### src/rtl/lane_pkg.sv
// Shared constants and types for the lane deserializer.
// Lane count limit, lane index width and FSM state encoding.
package lane_pkg;

   localparam int MAX_PORTS = 8;
   localparam int IDX_W     = $clog2(MAX_PORTS);

   typedef enum logic {
      FILL = 1'b0,
      HOLD = 1'b1
   } state_e;

endpackage

### src/rtl/lane_deserializer.sv
// Stream-to-lanes deserializer: packs PORT_NUM consecutive words into
// lanes a..h and presents them as one group over a valid/ready handshake.
module lane_deserializer
   import lane_pkg::*;
#(
   parameter int PORT_NUM = 2,
   parameter int WIDTH    = 8
) (
   input  logic             clk,
   input  logic             rst_n,
   input  logic             flush,
   input  logic             in_valid,
   output logic             in_ready,
   input  logic [WIDTH-1:0] in_data,
   output logic             out_valid,
   input  logic             out_ready,
   output logic [WIDTH-1:0] a,
   output logic [WIDTH-1:0] b,
   output logic [WIDTH-1:0] c,
   output logic [WIDTH-1:0] d,
   output logic [WIDTH-1:0] e,
   output logic [WIDTH-1:0] f,
   output logic [WIDTH-1:0] g,
   output logic [WIDTH-1:0] h,
   output logic             all_ones
);

   generate
      if (PORT_NUM < 1 || PORT_NUM > MAX_PORTS) begin : g_bad_ports
         $fatal(1, "lane_deserializer: PORT_NUM must be 1..8");
      end
   endgenerate

   localparam logic [IDX_W-1:0] LAST = IDX_W'(PORT_NUM - 1);

   state_e               r_state;
   state_e               w_state_nxt;
   logic [IDX_W-1:0]     r_idx;
   logic [IDX_W-1:0]     w_idx_nxt;
   logic                 r_out_valid;
   logic                 r_all_ones;
   logic                 w_accept;
   logic                 w_wr_en;
   logic [IDX_W-1:0]     w_wr_idx;
   logic [WIDTH-1:0]     w_lane [MAX_PORTS];
   logic [MAX_PORTS-1:0] w_lane_ones;

   assign in_ready = rst_n &&
                     ((r_state == FILL) || ((r_state == HOLD) && out_ready));
   assign w_accept = in_valid && in_ready;

   always_comb begin
      w_state_nxt = r_state;
      w_idx_nxt   = r_idx;
      w_wr_en     = 1'b0;
      w_wr_idx    = r_idx;
      unique case (r_state)
         FILL: begin
            if (w_accept) begin
               w_wr_en = 1'b1;
               if (r_idx == LAST) begin
                  w_state_nxt = HOLD;
                  w_idx_nxt   = '0;
               end else begin
                  w_idx_nxt = r_idx + IDX_W'(1);
               end
            end
         end
         HOLD: begin
            if (out_ready && w_accept) begin
               // pass-through: the new group starts in lane a this cycle
               w_wr_en  = 1'b1;
               w_wr_idx = '0;
               if (PORT_NUM == 1) begin
                  w_state_nxt = HOLD;
                  w_idx_nxt   = '0;
               end else begin
                  w_state_nxt = FILL;
                  w_idx_nxt   = IDX_W'(1);
               end
            end else if (out_ready) begin
               w_state_nxt = FILL;
               w_idx_nxt   = '0;
            end
         end
         default: begin
            w_state_nxt = FILL;
            w_idx_nxt   = '0;
         end
      endcase
      if (flush) begin
         w_state_nxt = FILL;
         w_idx_nxt   = '0;
         w_wr_en     = 1'b0;
      end
   end

   generate
      for (genvar i = 0; i < MAX_PORTS; i++) begin : g_lane
         if (i < PORT_NUM) begin : g_used
            logic [WIDTH-1:0] r_lane;
            logic             w_hit;
            assign w_hit = w_wr_en && (w_wr_idx == IDX_W'(i));
            always_ff @(posedge clk) begin
               if (!rst_n) begin
                  r_lane <= '0;
               end else if (w_hit) begin
                  r_lane <= in_data;
               end
            end
            assign w_lane[i]      = r_lane;
            // all-ones of the lane value as it will be after this edge
            assign w_lane_ones[i] = w_hit ? (&in_data) : (&r_lane);
         end else begin : g_tie
            assign w_lane[i]      = '0;
            assign w_lane_ones[i] = 1'b1;
         end
      end
   endgenerate

   always_ff @(posedge clk) begin
      if (!rst_n) begin
         r_state     <= FILL;
         r_idx       <= '0;
         r_out_valid <= 1'b0;
         r_all_ones  <= 1'b0;
      end else begin
         r_state     <= w_state_nxt;
         r_idx       <= w_idx_nxt;
         r_out_valid <= (w_state_nxt == HOLD);
         r_all_ones  <= (w_state_nxt == HOLD) && (&w_lane_ones);
      end
   end

   assign out_valid = r_out_valid;
   assign all_ones  = r_all_ones;
   assign a = w_lane[0];
   assign b = w_lane[1];
   assign c = w_lane[2];
   assign d = w_lane[3];
   assign e = w_lane[4];
   assign f = w_lane[5];
   assign g = w_lane[6];
   assign h = w_lane[7];

endmodule

### config.mk
export PLATFORM = sky130hd
export DESIGN_NAME = lane_deserializer
export DESIGN_NICKNAME = d
export VERILOG_FILES = /design/src/rtl/lane_pkg.sv /design/src/rtl/lane_deserializer.sv
export SDC_FILE = /design/constraint.sdc
export NUM_CORES = 1
export LEC_CHECK = 0
export BUFFER_PORTS_ARGS = -buffer_cell sky130_fd_sc_hd__buf_2
export CORE_ASPECT_RATIO = 0.75
export CORE_UTILIZATION = 45
export CTS_BUF_LIST = sky130_fd_sc_hd__clkbuf_4
export DETAILED_ROUTE_END_ITERATION = 12
export PLACE_DENSITY = 0.82
export RECOVER_POWER = 25
export REMOVE_ABC_BUFFERS = 1
export SYNTH_ARGS = -nofsm -noshare
export SYNTH_HDL_FRONTEND = slang
export SYNTH_SLANG_ARGS = --single-unit
### constraint.sdc
create_clock -name clk -period 1.95 [get_ports clk]
set_clock_uncertainty 0.1 [all_clocks]
set_input_delay 0.39 -clock clk [delete_from_list [all_inputs] [get_ports clk]]
set_output_delay 0.39 -clock clk [all_outputs]
set_load 0.005 [all_outputs]
==> results of run 1 <==
==> final cells by class <==
class	count	area, sq um	area share
multi-input combinational	120	726	0.516
sequential	21	420	0.299
timing repair buffer	35	185	0.132
tap	36	45.0	0.0320
clock buffer	4	30.0	0.0214
==> cell usage in the layout (no fill, tap or decap), types with 2 or more instances in the layout <==
cell type,n
a21oi_1,2
buf_2,28
buf_4,3
clkbuf_1,3
clkbuf_4,4
conb_1,48
dfxtp_1,21
mux2i_1,17
nand2_1,4
nand2b_1,3
nand4_1,8
nor2_1,6
nor2b_1,18
nor3b_1,2
==> path summary, 6_finish.rpt <==
path	endpoint	slack [ns]	cells after the start
worst min register to register	r_idx[1]	0.44	2
worst max-delay path	all_ones	0.11	5
worst max register to register	all_ones	0.11	5
worst min-delay path	a[4]	0.29	3
==> registers in the layout, summed over array words and instances, names as in the netlist <==
register	cells
b	8
r_idx	3
a	8
out_valid	1
all_ones	1
==> what timing repair did <==
item	in CTS	in global routing
buffers inserted	0	0
resized for setup	0	1
endpoints found under the setup margin	0	2
==> worst max-delay path: stages, from the launching register on <==
cell,delay (ns)
dfxtp_1,0.38
or3_4,0.40
a2111oi_4,0.37
buf_6,0.21
nor2_2,0.06
nor4b_2,0.24
==> power breakdown <==
| part | leakage (nW) | internal [mW] | switching, mW |
|---|---|---|---|
| clock | 0.0184 | 0.0936 | 0.124 |
| combinational | 0.428 | 0.0386 | 0.0611 |
| sequential | 0.170 | 0.436 | 0.00624 |
==> stage by stage <==
stage | setup slack (ns) | std cells
final | 0.108 | 216
after global routing | 0.00129 | 216
after CTS | 0.0950 | 216
after detailed placement | 0.126 | 212
after global placement | 0.160 | 212
after floorplan | -0.0159 | 141
==> kinds of logic (layout without fill, tap and decap cells) <==
logic type | after synthesis | in the layout | share of synthesized area
other cells | 1 | 48 | 0.00278
xor+xnor | 2 | 2 | 0.0130
simple gates | 49 | 49 | 0.232
flops | 21 | 21 | 0.312
mux | 17 | 17 | 0.126
compound gates | 4 | 4 | 0.0334
buf+inv | 51 | 39 | 0.281
==> metal layers <==
layer / wire length [um] / share of wire / track usage / vias up
li1: - / - / - / 461
met4: 0 / 0 / 0.0217 / 0
met1: 1160 / 0.48 / 0.226 / 424
met2: 1080 / 0.44 / 0.201 / 54
met5: 0 / 0 / 0 / -
met3: 189 / 0.078 / 0.0444 / 0
==> flow_summary.toml, run 1 <==
[run_status]
outcome = "finished, final reports clean"

[route]
vias = 939
drc = 0
ant_nets = 0
drt_iter0_drc = 30
avgViaCountPerCell = 4.35
drt-total-wl_mm = 2.42
wl_per_cell_um = 11.2
dr.pass1.iters = 4

[floorplan]
die_height_um = 49.4
coreArea_sq_um = 2720
die_w_um = 65.2
initial_utilization = 0.495
rows = 16
die_area_sq_um = 3220
io-pin-count = 80

[logic_synthesis]
ys_top_cells_by_count = "48 x buf_4, 21 x dfxtp_1, 18 x nor2b_1, 17 x mux2i_1, 8 x nand4_1"
avgSynthCellArea_sq_um = 9.30
yosys_most_used_dff = "dfxtp_1"
yosys_register_bits = 21
yosysUniqueCellTypes = 25
netlist.area_leader.share = 0.312
synthesis.area_sq_um = 1350
synth-edff-count = 0
yosysSeqAreaShare = 0.312
ys.warnings.count = 0
synth_top_cell_by_area = "dfxtp_1"
synthArstFlopShare = 0
synth.most_common_cell = "buf_4"
synthCells = 145
ys_top_cells_by_area = "dfxtp_1 31%, buf_4 27%, mux2i_1 13%"

[grt]
grt-ovfl-total = 0
gr-usage-all-layers = 0.147
antenna_found_initial = 0
grt_pass1_vias = 751
grt_pass1_wl_mm = 3.66
grt_max_degree = 20

[min_path]
min_from = "in_data[4]"
hold_path_class = "primary input to flip-flop"

[placed_design]
hpwlAfterDp_mm = 1.91
place_area_sq_um = 1380
routabilityCongestion = 0.829
portBuffers = 31

[clocking]
cts_root_buf = "clkbuf_4"
cts_buffers = 3
cts_tree = "yes"
cts.clk_slew.worst_paths_ns = 0.11
insertion_delay_ns = 0.30
h-tree-depth = 1
clock_sinks = 21
holdBufCountCts = 0
clk_path_buf_depth = 2

[layout]
fillerInstances = 274
nets = 194
syn_to_final_growth_pct = 4.27
fin_util = 0.517
fin_area_sq_um = 1410
diodes = 0
drive_above_1_share = 0.228

[power]
totalPowerFinal_mw = 0.760
ir_drop_mv = 0.367
p_leak_nw = 0.616
powerDensity_nw_per_um2 = 540

[sta]
clock.fmax_mhz = 543
setup_viol = 0
rsz0062_at_grt = "false"
finalHoldViolations = 0
finalSetupTns_ns = 0
final_max_slew_viol_count = 0
min_period_ns = 1.84
fin_crit_sh = 0.945
fin_hold_ws_ns = 0.287

[setup_path]
arrival_ns = 1.96
cp.required_ns = 2.07
crit_path_start_kind = "flip-flop"
crit_start = "r_idx[0]"
rr_startpoint = "r_idx[0]"
crit_fanout = 10
cp-end-kind = "flip-flop"
critical_path_class = "flip-flop to flip-flop"

[flow_run]
drv_cap = 0
(Power assumes the default switching activity.)
==> run 2, diff against run 1 <==
CORE_ASPECT_RATIO = 2   (was 0.75)
PLACE_DENSITY = not set   (was 0.82)
PLACE_DENSITY_LB_ADDON = 0.05   (was not set)
==> run 2 against run 1 <==
  * Total power about the same
  * Via count decreased by 1.3%
  * Hold slack gained 0.0012 ns
  * Largest cell class unchanged
  * Critical endpoint is now a[2]
  * Count of clock-buffer cells in the layout did not move
  * Register-to-register slack better by 0.02 ns
  * Highest routed layer is now met4
  * Die area rose by 0.33%
  * Critical path type unchanged
  * Sequential cell count stayed put
  * Fmax grew 1.0%
  * Design area fell by 0.36%
==> flow_summary.toml, run 2 (same netlist as run 1, synthesis figures left out) <==
[power]
totalPowerFinal_mw = 0.760
p_sw_frac = 0.252
intPower_mw = 0.569
clock_power_share = 0.283
p_leak_nw = 0.620
comb_power_share = 0.135
ir_drop_mv = 0.340
powerDensity_nw_per_um2 = 542
p_sw_mw = 0.191
power_frac_seq = 0.582

[sta]
finalHoldViolations = 0
clock.fmax_mhz = 548
setup_viol = 0
final.setup.worst_slack_ns = 0.127
final_max_slew_viol_count = 0
fin_crit_sh = 0.935
rsz0062_at_grt = "false"
min_period_ns = 1.82

[layout]
nets = 195
syn_to_final_growth_pct = 3.90
fillerInstances = 288
layout_commonest_cell = "conb_1"
diodes = 0
final_cells = 210
final_cell_mix = "48 x conb_1, 28 x buf_2, 21 x dfxtp_1"
fin_util = 0.500
drive_above_1_share = 0.232

[route]
vias = 927
dr.pass1.iters = 3
ant_nets = 0
drt_iter0_drc = 16
avgViaCountPerCell = 4.41
drt-total-wl_mm = 2.69
drc = 0
wl_per_cell_um = 12.8

[setup_path]
crit_chain = "or3_4, a2111oi_4, buf_4, mux2i_1, nor2b_1"
rr_worst_depth = 5
cp-end-kind = "flip-flop"
crit_buf_inv = 1
cp.required_ns = 2.05
crit_fanout = 6
rr_startpoint = "r_idx[2]"
timing.rr.end = "a[2]"
arrival_ns = 1.92
slowest_stage = "or3_4"
crit_path_start_kind = "flip-flop"
reg2reg_slack_ns = 0.13
cpPeakStageDelay_ns = 0.41
critical_path_class = "flip-flop to flip-flop"
cpLargestDelayFamily = "simple AND/OR/NAND/NOR gates"

[floorplan]
initial_utilization = 0.481
die_height_um = 79.4
rows = 27
die_area_sq_um = 3230
io-pin-count = 80
coreArea_sq_um = 2800
die_w_um = 40.7

[clocking]
cts.clk_slew.worst_paths_ns = 0.11
clock_sinks = 21
cts_resized = 0
cts_buffers = 3
holdBufCountCts = 0
cts_tree = "yes"
cts_root_buf = "clkbuf_4"
clk_path_buf_depth = 2
h-tree-depth = 1
insertion_delay_ns = 0.29
post_cts_buffers = 0

[grt]
grt_pass1_wl_mm = 3.83
grt_busiest_layer = "met2"
antenna_found_initial = 0
grt_pass1_vias = 848
grt_max_degree = 20
grt_util_met2 = 0.310
gr-usage-met1 = 0.177
met3_usage = 0.0167
gr-usage-all-layers = 0.170
grt-ovfl-total = 0

[placed_design]
routabilityCongestion = 0.743
place_ws_ns = 0.120
placedCellCount = 206
hpwlAfterDp_mm = 2.24
portBuffers = 31

[min_path]
hold_path_class = "primary input to flip-flop"
min_to = "b[7]"
min_from = "in_data[7]"
min_path_cells = 3

[flow_run]
drv_cap = 0

[run_status]
outcome = "finished, final reports clean"
==> run 2: layout make-up <==
| type | count | area [sq um] | area share |
|---|---|---|---|
| Timing Repair Buffer | 36 | 189 | 0.135 |
| Tap cell | 29 | 36.3 | 0.0259 |
| Multi-Input combinational cell | 120 | 726 | 0.518 |
| Clock buffer | 4 | 30.0 | 0.0214 |
| Sequential cell | 21 | 420 | 0.300 |
==> run 2: how the worst max path moves through the flow <==
stage	endpoint	slack [ns]	depth (start not counted)	start
6_report	a[2]	0.13	5	r_idx[2]
5_1_grt	all_ones	0.04	5	r_idx[2]
4_1_cts	a[2]	0.11	5	r_idx[2]
3_5_place_dp	a[2]	0.12	5	r_idx[2]
3_3_place_gp	a[2]	0.16	5	r_idx[0]
2_1_floorplan	all_ones	-0.02	4	r_idx[2]
==> run 2: metrics by stage <==
stage	setup TNS, ns	hold WS, ns	instance area [sq um]
6_report	0	0.288	1400
5_1_grt	0	0.297	1400
4_1_cts	0	0.275	1410
3_5_place_dp	0	0.424	1380
3_3_place_gp	0	0.425	1380
2_1_floorplan	-0.0159	0.392	1150
==> run 2: worst register-to-register path: stages (launching register included) <==
cell,delay (ns)
dfxtp_1,0.36
or3_4,0.41
a2111oi_4,0.37
buf_4,0.22
mux2i_1,0.21
nor2b_1,0.06
==> run 2: power by group through the flow <==
stage	logic [mW]	registers (mW)	clock network [mW]
2_1_floorplan	0.0558	0.452	0
3_3_place_gp	0.100	0.452	0
3_5_place_dp	0.100	0.452	0
4_1_cts	0.101	0.443	0.230
5_1_grt	0.116	0.444	0.249
6_report	0.102	0.443	0.215
==> run 2: layer usage <==
metal | vias up | part of all wire
li1 | 458 | -
met1 | 444 | 0.33
met2 | 21 | 0.62
met3 | 4 | 0.030
met4 | 0 | 0.016
met5 | - | 0
